## config.mk

```make
export PLATFORM = sky130hd
export DESIGN_NAME = fetch_sequencer
export DESIGN_NICKNAME = d
export VERILOG_FILES = /design/src/rtl/fetch_sequencer.sv
export SDC_FILE = /design/constraint.sdc
export NUM_CORES = 1
export LEC_CHECK = 0
export ABC_CLOCK_PERIOD_IN_PS = 2420
export BUFFER_PORTS_ARGS = -buffer_cell sky130_fd_sc_hd__buf_2
export CORE_ASPECT_RATIO = 1.4
export CORE_MARGIN = 2
export CORE_UTILIZATION = 38
export DETAILED_ROUTE_END_ITERATION = 12
export PLACE_DENSITY = 0.74
export SYNTH_ARGS = -nofsm -noshare
export SYNTH_HDL_FRONTEND = slang
export SYNTH_SLANG_ARGS = --single-unit
```

## constraint.sdc

```tcl
create_clock -name CLOCK_50 -period 2.42 [get_ports CLOCK_50]
set_input_delay 0.121 -clock CLOCK_50 [delete_from_list [all_inputs] [get_ports CLOCK_50]]
set_output_delay 0.121 -clock CLOCK_50 [all_outputs]
set_load 0.005 [all_outputs]
```

## src/rtl/fetch_sequencer.sv

```systemverilog
// Program-fetch controller: owns the PC, strobes the combinational program memory,
// hands fetched words to decode over valid/ready, applies branch redirects and halts
// on the all-zero word. Optional `FETCH_INSTR_COUNT_EN adds a saturating handshake counter.
module fetch_sequencer #(
    parameter int unsigned              DATAWIDTH_BUS = 32,
    parameter logic [DATAWIDTH_BUS-1:0] RESET_PC      = DATAWIDTH_BUS'(32'h0000_0800)
) (
    input  logic                     CLOCK_50,
    input  logic                     RESET_InHigh,
    input  logic                     start,
    output logic                     mem_rd,
    output logic                     mem_wr,
    output logic [DATAWIDTH_BUS-1:0] mem_addr,
    input  logic [DATAWIDTH_BUS-1:0] mem_data,
    output logic [DATAWIDTH_BUS-1:0] instr,
    output logic [DATAWIDTH_BUS-1:0] instr_pc,
    output logic                     instr_valid,
    input  logic                     instr_ready,
    input  logic                     branch_take,
    input  logic [21:0]              branch_disp,
    output logic                     halted
`ifdef FETCH_INSTR_COUNT_EN
    ,
    output logic [15:0]              instr_count
`endif
);

    localparam int unsigned DISP_W = 22;
    localparam int unsigned SEXT_W = DATAWIDTH_BUS - DISP_W - 2;

    typedef enum logic [1:0] {
        S_IDLE  = 2'd0,
        S_FETCH = 2'd1,
        S_VALID = 2'd2,
        S_HALT  = 2'd3
    } state_e;

    state_e                   state_q, state_d;
    logic [DATAWIDTH_BUS-1:0] pc_q, pc_d;
    logic [DATAWIDTH_BUS-1:0] instr_q, instr_d;
    logic [DATAWIDTH_BUS-1:0] instr_pc_q, instr_pc_d;
    logic                     instr_valid_q, instr_valid_d;
    logic                     mem_rd_q, mem_rd_d;
    logic [DATAWIDTH_BUS-1:0] mem_addr_q, mem_addr_d;
    logic                     halted_q, halted_d;
    logic                     handshake_c;
    logic                     restart_c;
    logic [DATAWIDTH_BUS-1:0] branch_off_c;

    assign handshake_c  = (state_q == S_VALID) && instr_valid_q && instr_ready;
    assign restart_c    = ((state_q == S_IDLE) || (state_q == S_HALT)) && start;
    assign branch_off_c = {{SEXT_W{branch_disp[DISP_W-1]}}, branch_disp, 2'b00};

    // State register
    always_ff @(posedge CLOCK_50) begin
        if (RESET_InHigh) begin
            state_q <= S_IDLE;
        end else begin
            state_q <= state_d;
        end
    end

    // Next-state logic
    always_comb begin
        state_d = state_q;
        unique case (state_q)
            S_IDLE:  if (start) state_d = S_FETCH;
            S_FETCH: state_d = (mem_data != '0) ? S_VALID : S_HALT;
            S_VALID: if (handshake_c) state_d = S_FETCH;
            S_HALT:  if (start) state_d = S_FETCH;
            default: state_d = S_IDLE;
        endcase
    end

    // Datapath and registered-output next values
    always_comb begin
        pc_d       = pc_q;
        instr_d    = instr_q;
        instr_pc_d = instr_pc_q;
        if (restart_c) begin
            pc_d = RESET_PC;
        end else if (state_q == S_FETCH) begin
            if (mem_data != '0) begin
                instr_d    = mem_data;
                instr_pc_d = pc_q;
                pc_d       = pc_q + DATAWIDTH_BUS'(4);
            end
        end else if (handshake_c && branch_take) begin
            pc_d = instr_pc_q + branch_off_c;
        end
        mem_rd_d      = (state_d == S_FETCH);
        mem_addr_d    = mem_rd_d ? pc_d : '0;
        instr_valid_d = (state_d == S_VALID);
        halted_d      = (state_d == S_HALT);
    end

    always_ff @(posedge CLOCK_50) begin
        if (RESET_InHigh) begin
            pc_q          <= RESET_PC;
            instr_q       <= '0;
            instr_pc_q    <= '0;
            instr_valid_q <= 1'b0;
            mem_rd_q      <= 1'b0;
            mem_addr_q    <= '0;
            halted_q      <= 1'b0;
        end else begin
            pc_q          <= pc_d;
            instr_q       <= instr_d;
            instr_pc_q    <= instr_pc_d;
            instr_valid_q <= instr_valid_d;
            mem_rd_q      <= mem_rd_d;
            mem_addr_q    <= mem_addr_d;
            halted_q      <= halted_d;
        end
    end

    assign mem_rd      = mem_rd_q;
    assign mem_wr      = 1'b0;
    assign mem_addr    = mem_addr_q;
    assign instr       = instr_q;
    assign instr_pc    = instr_pc_q;
    assign instr_valid = instr_valid_q;
    assign halted      = halted_q;

`ifdef FETCH_INSTR_COUNT_EN
    logic [15:0] cnt_q;

    // Accepted-instruction counter, saturating
    always_ff @(posedge CLOCK_50) begin
        if (RESET_InHigh || restart_c) begin
            cnt_q <= '0;
        end else if (handshake_c && (cnt_q != 16'hFFFF)) begin
            cnt_q <= cnt_q + 16'd1;
        end
    end

    assign instr_count = cnt_q;
`endif

endmodule

```

==> results.md <==
- The run finished with clean final reports.
- In the global route stage, overall resource usage came out at 0.236.
- By count the netlist is led by sky130_fd_sc_hd__nand2_1, sky130_fd_sc_hd__dfxtp_1, sky130_fd_sc_hd__a21oi_1.
- The number of global-route vias before repair is 7,495.
- The later pin in the worst-skew pair is clocked with a latency of 0.42 ns.
- The area growth from synthesis to layout is 40.2%.
- 0 antenna diodes ended up in the layout.
- The die is 119 µm wide.
- The power per cell area is 868 mW/mm².
- Ranked by total cell area, the synthesized netlist is headed by sky130_fd_sc_hd__dfxtp_1, sky130_fd_sc_hd__nand2_1, sky130_fd_sc_hd__a21oi_1.
- The xor-xnor portion of the synthesized cell area is 0.0238.
- The share of total power dissipated in combinational logic is 0.372.
- The top cell type's share of synthesized area is 0.381.
- Entering global routing, the biggest net connects 64 pins.
- The y dimension of the die is 164 µm.
- After detailed routing, the average wire length per cell comes to 17.3 µm.
- The mean area per synthesized cell is 7.80 µm².
- The register area is 0.00267 mm².
- The worst pin sits at a relative slew slack of 0.181.
- 159 I/O pins were placed.
- The number of antenna violations at the first check in global routing is 0.
- The unique cell type count in the Yosys netlist is 75.
- STA puts the critical path data required time at 2.74 ns.
- Across the routed clock network, the largest skew measured is 0.00934 ns.
- The count of port buffers added during placement is 157.
- The clock net sink count is 133.
- Counting flops and latches in the post-synthesis netlist gives 133.
- During synthesis, Yosys emitted a total of 0 warnings.
- The worst-path maximum fanout is 4.
- The clock-pin slew of the registers on the worst-case setup and hold paths is 0.06 ns.
- The post-synthesis adder-cell area fraction is 0.0602.
- After global routing the overflow that remains totals 0.
- The design internal power is 5.35 mW.
- The detailed router placed 7,701 vias in this run.
- The worst setup path is launched from a register.
- Of the total power, the clock network draws 0.283.
- The upper clock frequency limit is 414 MHz.
- The effective utilization at floorplan is 0.388.
- For this design the static power due to leakage is 4.23 nW.
- The number of buffers added by the clock tree synthesis step is 17.
- By area, the combinational part of the netlist is dominated by simple AND/OR/NAND/NOR gates.
- Of the total power, the share spent switching nets is 0.371.
- The final count of pins violating max slew is 0.
- The critical path class is register to register.
- The final number of setup-violating endpoints is 0.
- Summed over all nets, the half-perimeter wirelength after detailed placement is 17,200 µm.
- The netlist area before placement is 0.00699 mm².
- The synthesized netlist net count is 987.
- The worst hold path class is input pin to register.
- Of the cells placed in the final design, the portion with a size suffix greater than 1 is 0.299.
- For the final routed database, the setup TNS stands at 0 ns.
- The part of the Yosys area used for sequential elements is 0.381.
- The transition time at the pin with the least slew margin is 1.23 ns.
- Setup repair after global routing could not meet its margin everywhere.
- The wire length of the first global-routing pass is 36,700 µm.
- The post-route fraction of the period consumed by the critical path is 0.999.
- The number of DRC markers after the initial detailed-route iteration is 486.
- After the last flow step, the layout net total stands at 1,241.
- The most common flop cell mapped by yosys is sky130_fd_sc_hd__dfxtp_1.
- The number of standard cells after synthesis is 895.
- The time the final worst path needs with I/O delays and setup is 2.42 ns.
- The final antenna-violating net count is 0.
- The number of placement rows is 58.
- Counting flops with a built-in enable in the synthesized netlist gives 0.
- The total net switching power is 3.16 mW.
- The core box area is 0.0180 mm².
- The fraction of registers with async set/reset is 0.
- The clock passes through at most 2 buffers.
- STA classifies the critical path endpoint as a register.
- The area of the multi-input gates is 0.00439 mm².
- Before antenna repair, the detailed router went through 7 iterations.
- Summed over all layers, the routed wires come to 24,200 µm.
- The number of maximum-capacitance constraint violations is 0.
- CTS placed an instance of sky130_fd_sc_hd__clkbuf_16 at the clock tree root.
- After detailed routing, the number of remaining DRC violations is 0.
- For the worst setup path, the data arrival time is 2.74 ns.
- The portion of netlist area occupied by mux cells is 0.0104.
- The setup slack after layout is 0.00181 ns.
- The cell with the most instances after synthesis is sky130_fd_sc_hd__nand2_1.
- sky130_fd_sc_hd__dfxtp_1 takes more of the synthesized area than any other cell.
- The area share of and/or/nand/nor cells after synthesis is 0.260.
- The share of total power dissipated in sequential elements is 0.345.
- The minimum setup slack after placement is -0.130 ns.
- VDD sags by at most 0.000615 V.
- The overall die area is 0.0195 mm².
- The H-tree depth reported by CTS is 4.
- Routability-driven placement finished with a final weighted congestion of 0.944.
- The TritonCTS clock tree is yes.
- The ratio of routed vias to standard cells is 5.50.
- The final number of hold-violating endpoints came to 0.
- The number of filler cells placed in the layout is 1,682.
- The post-synthesis compound-gate area fraction was 0.227.
-- critical path, stage by stage, from the launching register on --
cell and delay [ns]:
sky130_fd_sc_hd__dfxtp_4 0.36, sky130_fd_sc_hd__ha_4 0.26, sky130_fd_sc_hd__a21oi_2 0.04, sky130_fd_sc_hd__nand4b_1 0.25, sky130_fd_sc_hd__a21oi_4 0.24, sky130_fd_sc_hd__o311ai_4 0.16
sky130_fd_sc_hd__buf_4 0.19, sky130_fd_sc_hd__a2111oi_4 0.35, sky130_fd_sc_hd__mux2_4 0.34, sky130_fd_sc_hd__nor2_4 0.09, sky130_fd_sc_hd__nor2_1 0.04
-- routing by layer --
layer  routed length, µm  vias up  track usage
li1                    -     3693            -
met2               12300      315        0.427
met1                9440     3633        0.262
met5                   0        -            0
met4                 830        0        0.113
met3                1570       60       0.0542
-- worst paths after layout --
path,from,slack (ns),end,depth (start not counted)
worst max-delay path,instr_pc[3],0.002,pc_q[29],10
worst min-delay path,RESET_InHigh,0.08,pc_q[20],2
worst max register to register,instr_pc[3],0.002,pc_q[29],10
worst min register to register,instr[4],0.45,instr[4],2
-- stage by stage --
step	cell area, µm²	power, mW	hold slack (ns)	util	std cells
global placement	8560	5.82	0.373	0.476	1329
CTS	9480	8.35	0.0704	0.527	1394
floorplan	7010	4.57	0.257	-	895
global route	9790	8.94	0.0815	0.544	1400
finish	9790	8.51	0.0779	0.544	1400
detailed placement	8560	5.86	0.379	0.476	1329
-- placed cells by master, fill, tap and decap left out, drive strengths merged, types with 9 or more instances in the layout --
master       synthesis  routed
xor2                11      11
buf                 16     250
o21ai               34      34
clkbuf              32      25
dlygate4sd3          0      32
nor4                15      15
inv                 15      15
nand2b               9       9
ha                  32      32
and2                10      10
dfxtp              133     133
and3                11      11
nor3                14      14
a31oi               10      10
nand4               15      15
a21o                18      18
a21oi              127     127
nand3               24      24
nor2                78      79
a211oi              10      10
nand2              185     185
-- cell families (layout without fill, tap and decap cells) --
logic type,after synthesis,after routing
adders and majority gates,33,33
muxes,7,7
DFF,133,133
other,1,1
and+or+nand+nor,385,386
AOI/OAI and AO/OA,254,254
buffers and inverters,63,327
xor gates and xnor gates,19,19
-- cell type report --
type / instances / area share
clock buffer: 25 / 0.0496
clock inverter: 5 / 0.00511
inverter: 15 / 0.00575
timing repair buffer: 282 / 0.188
sequential: 133 / 0.273
tap: 240 / 0.0307
multi-input combinational: 700 / 0.449
-- power groups by stage --
stage | logic, mW | clock network, mW | registers (mW)
floorplan | 1.64 | 0 | 2.92
global placement | 2.87 | 0 | 2.95
detailed placement | 2.90 | 0 | 2.96
CTS | 2.98 | 2.45 | 2.92
global route | 3.43 | 2.54 | 2.98
finish | 3.16 | 2.41 | 2.94
-- registers in the layout (all words and copies together), names as in the netlist --
name	cells
instr_valid	1
mem_rd	1
state_q	2
instr_pc	32
instr	32
pc_q	32
halted	1
mem_addr	32
-- what timing repair did --
item	in CTS	in global routing
pin swaps	5	24
endpoints found under the setup margin	25	94
setup buffers	3	5
hold endpoints to repair	32	0
hold buffers	32	0
resized for setup	9	50
cloned	0	1
Power figures use the tool's default switching activity.
